--- src/rtl/spi_slave.sv ---
//==============================================================================
// Module      : spi_slave
// Description : SPI mode-0 slave byte transceiver clocked directly by SCLK.
//               Shifts MSB first on MOSI/MISO while CS is low and hands
//               complete bytes to the parallel side. Back-to-back bytes
//               reload the transmit byte without a CS toggle.
//               Optional feature macro: MISO_TRISTATE_EN (MISO floats while
//               CS is high instead of driving 0).
// Revision    : 1.0 - initial release
//==============================================================================
`default_nettype none

module spi_slave #(
    parameter int WIDTH = 8
) (
    input  logic             clk,
    input  logic             reset,
    input  logic [WIDTH-1:0] slaveDataToSend,
    output logic [WIDTH-1:0] slaveDataReceived,
    input  logic             CS,
    input  logic             MOSI,
    output logic             MISO
);

    localparam int               CNT_W    = (WIDTH > 1) ? $clog2(WIDTH) : 1;
    localparam logic [CNT_W-1:0] LAST_BIT = CNT_W'(WIDTH - 1);

    logic [WIDTH-1:0] shift_q, shift_d;
    logic [WIDTH-1:0] rx_q, rx_d;
    logic [CNT_W-1:0] cnt_q, cnt_d;
    logic [WIDTH-1:0] shifted;

    // Next-state: preload while idle, shift while selected, deliver and reload at byte end.
    always_comb begin
        shifted = {shift_q[WIDTH-2:0], MOSI};
        shift_d = shift_q;
        rx_d    = rx_q;
        cnt_d   = cnt_q;
        if (CS) begin
            // Deselected: a mid-byte abort lands here too, discarding partial bits.
            shift_d = slaveDataToSend;
            cnt_d   = '0;
        end else if (cnt_q == LAST_BIT) begin
            rx_d    = shifted;
            shift_d = slaveDataToSend;
            cnt_d   = '0;
        end else begin
            shift_d = shifted;
            cnt_d   = cnt_q + 1'b1;
        end
    end

    // State registers; reset clears everything immediately so no partial byte escapes.
    always_ff @(posedge clk or negedge reset) begin
        if (!reset) begin
            shift_q <= '0;
            rx_q    <= '0;
            cnt_q   <= '0;
        end else begin
            shift_q <= shift_d;
            rx_q    <= rx_d;
            cnt_q   <= cnt_d;
        end
    end

    assign slaveDataReceived = rx_q;

    // MISO presents the current MSB while selected; the idle level depends on the build.
`ifdef MISO_TRISTATE_EN
    assign MISO = CS ? 1'bz : shift_q[WIDTH-1];
`else
    assign MISO = CS ? 1'b0 : shift_q[WIDTH-1];
`endif

endmodule

`default_nettype wire

--- config.mk ---
export PLATFORM = sky130hd
export DESIGN_NAME = spi_slave
export DESIGN_NICKNAME = d
export VERILOG_FILES = /design/src/rtl/spi_slave.sv
export SDC_FILE = /design/constraint.sdc
export NUM_CORES = 1
export LEC_CHECK = 0
export BUFFER_PORTS_ARGS = -buffer_cell sky130_fd_sc_hd__buf_2
export CORE_MARGIN = 2
export CORE_UTILIZATION = 39
export CTS_CLUSTER_SIZE = 8
export DETAILED_ROUTE_END_ITERATION = 8
export PLACE_DENSITY_LB_ADDON = 0.12
export SYNTH_ARGS = -nofsm -noshare
export SYNTH_HDL_FRONTEND = slang
export SYNTH_SLANG_ARGS = --single-unit
--- constraint.sdc ---
create_clock -name clk -period 1.5 [get_ports clk]
set_clock_uncertainty 0.05 [all_clocks]
set_input_delay 0.075 -clock clk [delete_from_list [all_inputs] [get_ports clk]]
set_output_delay 0.075 -clock clk [all_outputs]
set_load 0.01 [all_outputs]
## After elaboration in Yosys (flattened, before gate mapping)

Cells that the tools add are included.

- $add $sub $neg: 1
- Equality and inequality tests: 1
- Mux-type cells: 5
- Bitwise operators: 1
- Reduce and logical (&&, ||, !) cells: 1

Operator list:

| kind | number |
|---|---|
| $mux W8 | 2 |
| $mux W3 | 2 |
| $add A3 B1 Y3 const B | 1 |
| $eq A3 B3 Y1 const B | 1 |
| $reduce_and A2 Y1 | 1 |
| $mux W1 | 1 |
| $not A1 Y1 | 1 |

- Register bits: 19
- Bits of input ports: 12
- Output and inout bits: 9
- Word-level logic and storage cells: 12

## Longest topological paths before layout

- Depth after elaboration: 3
- Mapped depth: 5
- Depth with buffers taken out: 4

## Worst setup path before layout

No wires, ideal clock.

- Path type: register to register
- From: register cnt_q[0]
- To: register shift_q[0]
- Setup time: 0.125 ns
- Data arrival time: 1.395 ns
- Data required time: 1.325 ns
- Setup slack: -0.070 ns
- Stages on the path, launching flop included: 5
- Buffers on the path: 0
- Period minus slack after synthesis: 1.570 ns
- Path through: dfrtp_1 ha_1 ha_1 nor2_2 mux2_2

- Longest elaborated chain between the ends: 3

RTL lines:

| element | RTL line | RTL |
|---|---|---|
| from (decl) | 30 | `logic [CNT_W-1:0] cnt_q, cnt_d;` |
| from (signal assigned) | 62 | `cnt_q <= cnt_d;` |
| $eq A3 B3 Y1 | 43 | `end else if (cnt_q == LAST_BIT) begin` |
| $mux W8 | 43 |  |
| $mux W8 | 39 | `if (CS) begin` |
| named net shift_d[0] | 28 | `logic [WIDTH-1:0] shift_q, shift_d;` |
| to (signal assigned) | 60 | `shift_q <= shift_d;` |
| to (decl) | 28 |  |

The timed path passes the listed nets, and every way through them passes these cells.
A chain may end at the register's enable or synchronous reset.

## Worst setup path after layout

- From: register cnt_q[0]
- To: register shift_q[6]

Same word-level chain as after synthesis.

==> flow_results.xml <==
<?xml version="1.0" encoding="UTF-8"?>
<metrics>
  <group name="worst_setup_path">
    <metric name="critPathKind" unit="">flop to flop</metric>
    <metric name="arrival" unit="ns">1.60</metric>
    <metric name="rrSetupSlack" unit="ns">0.04</metric>
    <metric name="crit_fanout" unit="">8</metric>
    <metric name="required" unit="ns">1.63</metric>
    <metric name="timing.reg2reg.worst_path_depth" unit="">5</metric>
    <metric name="cp-start-kind" unit="">flop</metric>
    <metric name="worstSetupEndpointType" unit="">flop</metric>
    <metric name="startpoint_of_the_worst_slack_reg_to_reg_timing_path" unit="">cnt_q[0]</metric>
    <metric name="regToRegEndpoint" unit="">shift_q[6]</metric>
  </group>
  <group name="synth">
    <metric name="avgSynthCellArea" unit="sq um">17.4</metric>
    <metric name="mappedNetlistArea" unit="sq um">766</metric>
    <metric name="synth_top_area_share" unit="%">62.1</metric>
    <metric name="seq_area_frac_synth" unit="%">62.1</metric>
    <metric name="synth.net_count" unit="">58</metric>
    <metric name="synth.distinct_cells" unit="">9</metric>
    <metric name="synthesis.instances" unit="">44</metric>
    <metric name="synthDominantAreaCellType" unit="">sky130_fd_sc_hd__dfrtp_1</metric>
    <metric name="postSynthRegisterBits" unit="">19</metric>
    <metric name="yosysWarningCount" unit="">0</metric>
    <metric name="synth.top_cells.by_area" unit="">sky130_fd_sc_hd__dfrtp_1, sky130_fd_sc_hd__mux2_4, sky130_fd_sc_hd__mux2_2</metric>
  </group>
  <group name="timing">
    <metric name="setup_viol" unit="">0</metric>
    <metric name="timing.final.ws_setup" unit="ns">0.0372</metric>
    <metric name="max_clock_freq" unit="GHz">0.684</metric>
    <metric name="finalCritPeriodShare" unit="%">97.5</metric>
    <metric name="timing_hold_violations_final" unit="">0</metric>
    <metric name="timing_max_transition_violations_final" unit="">0</metric>
    <metric name="tightest_slew" unit="ns">0.425</metric>
    <metric name="final_period_minus_worst_setup_slack" unit="ns">1.46</metric>
    <metric name="timing.slew.headroom" unit="%">71.7</metric>
    <metric name="rsz0062_at_grt" unit="">no</metric>
  </group>
  <group name="detailed_routing">
    <metric name="vias" unit="">489</metric>
    <metric name="drc_errors" unit="">0</metric>
    <metric name="post_drt_via_cell_ratio" unit="">4.53</metric>
    <metric name="antenna_violating_nets_post_route" unit="">0</metric>
    <metric name="drtPass1Iterations" unit="">2</metric>
    <metric name="drt_wl_total" unit="um">1340</metric>
    <metric name="detail_route.iter0.violations" unit="">3</metric>
    <metric name="routedWlPerCell" unit="um">12.4</metric>
  </group>
  <group name="cells_and_area">
    <metric name="post_route_cells_drive_above_1_share" unit="%">59.3</metric>
    <metric name="diodes" unit="">0</metric>
    <metric name="fin_nets" unit="">96</metric>
    <metric name="final_cell_count_no_fill" unit="">108</metric>
    <metric name="most-common-layout-cells" unit="">sky130_fd_sc_hd__buf_2, sky130_fd_sc_hd__dfrtp_1, sky130_fd_sc_hd__mux2_4</metric>
    <metric name="area.growth.synth_to_final" unit="%">43.5</metric>
    <metric name="final_common_cell" unit="">sky130_fd_sc_hd__buf_2</metric>
    <metric name="layout.filler_cells" unit="">154</metric>
  </group>
  <group name="global_route">
    <metric name="globalRouteOverflowTotal" unit="">0</metric>
    <metric name="grt_antenna_before_repair" unit="">0</metric>
    <metric name="grt_pass1_vias" unit="">545</metric>
    <metric name="global_route_total_usage_across_every_layer" unit="%">13.3</metric>
    <metric name="grt_pass1_wl" unit="um">2400</metric>
    <metric name="grt_max_degree" unit="">20</metric>
  </group>
  <group name="floorplanning">
    <metric name="initial_core_util" unit="%">40.3</metric>
    <metric name="floorplan.die.width" unit="um">48.3</metric>
    <metric name="rows" unit="">16</metric>
    <metric name="floorplan_core_area" unit="sq um">1900</metric>
    <metric name="pin_count" unit="">21</metric>
    <metric name="height_of_the_die" unit="um">48.3</metric>
    <metric name="die_area" unit="sq um">2330</metric>
  </group>
  <group name="placement">
    <metric name="dpl.hpwl" unit="um">869</metric>
    <metric name="finalWeightedCongestion" unit="">0.694</metric>
    <metric name="dp_slack" unit="ns">-0.0946</metric>
    <metric name="dp.cells" unit="">92</metric>
    <metric name="buffer_ports.inserted" unit="">20</metric>
  </group>
  <group name="clock_tree">
    <metric name="tritoncts" unit="">yes</metric>
    <metric name="cts.clk_slew.worst_paths" unit="ns">0.10</metric>
    <metric name="clk_root_buffer_cell" unit="">sky130_fd_sc_hd__clkbuf_4</metric>
    <metric name="numClockSinks" unit="">19</metric>
    <metric name="clk-insertion-delay-late" unit="ns">0.29</metric>
    <metric name="cts_buffer_depth" unit="">2</metric>
    <metric name="clock_tree.htree_level_count" unit="">1</metric>
    <metric name="cts_buffers" unit="">3</metric>
  </group>
  <group name="power">
    <metric name="cellPowerDensity" unit="nW/um^2">909</metric>
    <metric name="leakage" unit="nW">0.577</metric>
    <metric name="irDropWorstVdd" unit="mV">0.523</metric>
  </group>
  <group name="job">
    <metric name="drv_cap" unit="">0</metric>
  </group>
  <group name="outcome">
    <metric name="outcome" unit="">completed</metric>
  </group>
  <group name="min_path">
    <metric name="hold_path.class" unit="">primary input to asynchronous set/reset pin</metric>
  </group>
</metrics>
[per-layer routing]
metal | global-route usage (%) | wire length [um]
met4 | 4.29 | 8
met2 | 21.8 | 690
met1 | 17.8 | 600
met3 | 2.78 | 39
met5 | 0 | 0
[area by class of cell]
cell class                 instances  area, sq um  share of cell area [%]
timing repair buffer              34          249                    22.7
clock buffer                       4         26.3                    2.39
tap                               27         33.8                    3.08
sequential                        19          475                    43.3
multi-input combinational         24          314                    28.6
[worst max-delay path: stages, from the launching register on]
cell                      delay (ns)
sky130_fd_sc_hd__dfrtp_1        0.39
sky130_fd_sc_hd__ha_2           0.19
sky130_fd_sc_hd__ha_4           0.17
sky130_fd_sc_hd__nor2_4         0.10
sky130_fd_sc_hd__buf_12         0.13
sky130_fd_sc_hd__mux2_2         0.32
[metrics by stage]
stage | area, sq um | hold WS, ns | TNS, ns | total power, mW | utilization, %
global placement | 908 | -0.00979 | -0.704 | 0.719 | 47.8
floorplan | 771 | -0.271 | 0 | 0.662 | -
detailed placement | 908 | -0.0128 | -0.934 | 0.720 | 47.8
global route | 1100 | 0.221 | 0 | 1.07 | 57.8
CTS | 1100 | 0.195 | 0 | 1.01 | 57.8
finish | 1100 | 0.197 | 0 | 0.998 | 57.8
[worst max path at each step]
stage                     startpoint              endpoint  slack, ns  cells after the start
after floorplan             cnt_q[0]            shift_q[0]      0.007                      4
after global placement      cnt_q[0]            shift_q[2]      -0.06                      4
after detailed placement    cnt_q[0]            shift_q[0]      -0.09                      4
after CTS                   cnt_q[0]  slaveDataReceived[1]       0.03                      5
after global routing        cnt_q[0]  slaveDataReceived[1]      0.004                      5
final                       cnt_q[0]            shift_q[6]       0.04                      5
[cells in the mapped netlist]
| cell | instances |
|---|---|
| sky130_fd_sc_hd__nor3_1 | 1 |
| sky130_fd_sc_hd__mux2_4 | 8 |
| sky130_fd_sc_hd__dfrtp_1 | 19 |
| sky130_fd_sc_hd__mux2_2 | 8 |
| sky130_fd_sc_hd__and2b_2 | 3 |
| sky130_fd_sc_hd__ha_1 | 2 |
| sky130_fd_sc_hd__buf_6 | 1 |
| sky130_fd_sc_hd__nand2b_1 | 1 |
| sky130_fd_sc_hd__nor2_2 | 1 |
[cell families (layout without fill, tap and decap cells)]
family	after synthesis	in the layout	share of synthesized area, %
adder cells (fa/ha/maj)	2	2	3.27
AND/OR/NAND/NOR	6	6	5.72
buffers and inverters	1	38	1.47
flip-flops	19	19	62.1
multiplexers	16	16	27.5
[state kept, by name, indices dropped and copies added (netlist names)]
| signal | cells |
|---|---|
| shift_q | 8 |
| slaveDataReceived | 8 |
| cnt_q | 3 |
[what timing repair did]
| action | CTS | global route |
|---|---|---|
| buffers inserted | 1 | 0 |
| endpoints found under the setup margin | 16 | 7 |
| resized for setup | 8 | 0 |
| hold endpoints to repair | 29 | 0 |
| hold buffers | 11 | 0 |
| cloned | 0 | 0 |
| pin swaps | 1 | 1 |
[report_power, final]
group / internal [mW] / total [mW] / switching [mW]
logic: 0.109 / 0.168 / 0.0587
registers: 0.558 / 0.580 / 0.0225
clock network: 0.103 / 0.251 / 0.147
(Power assumes the default switching activity.)
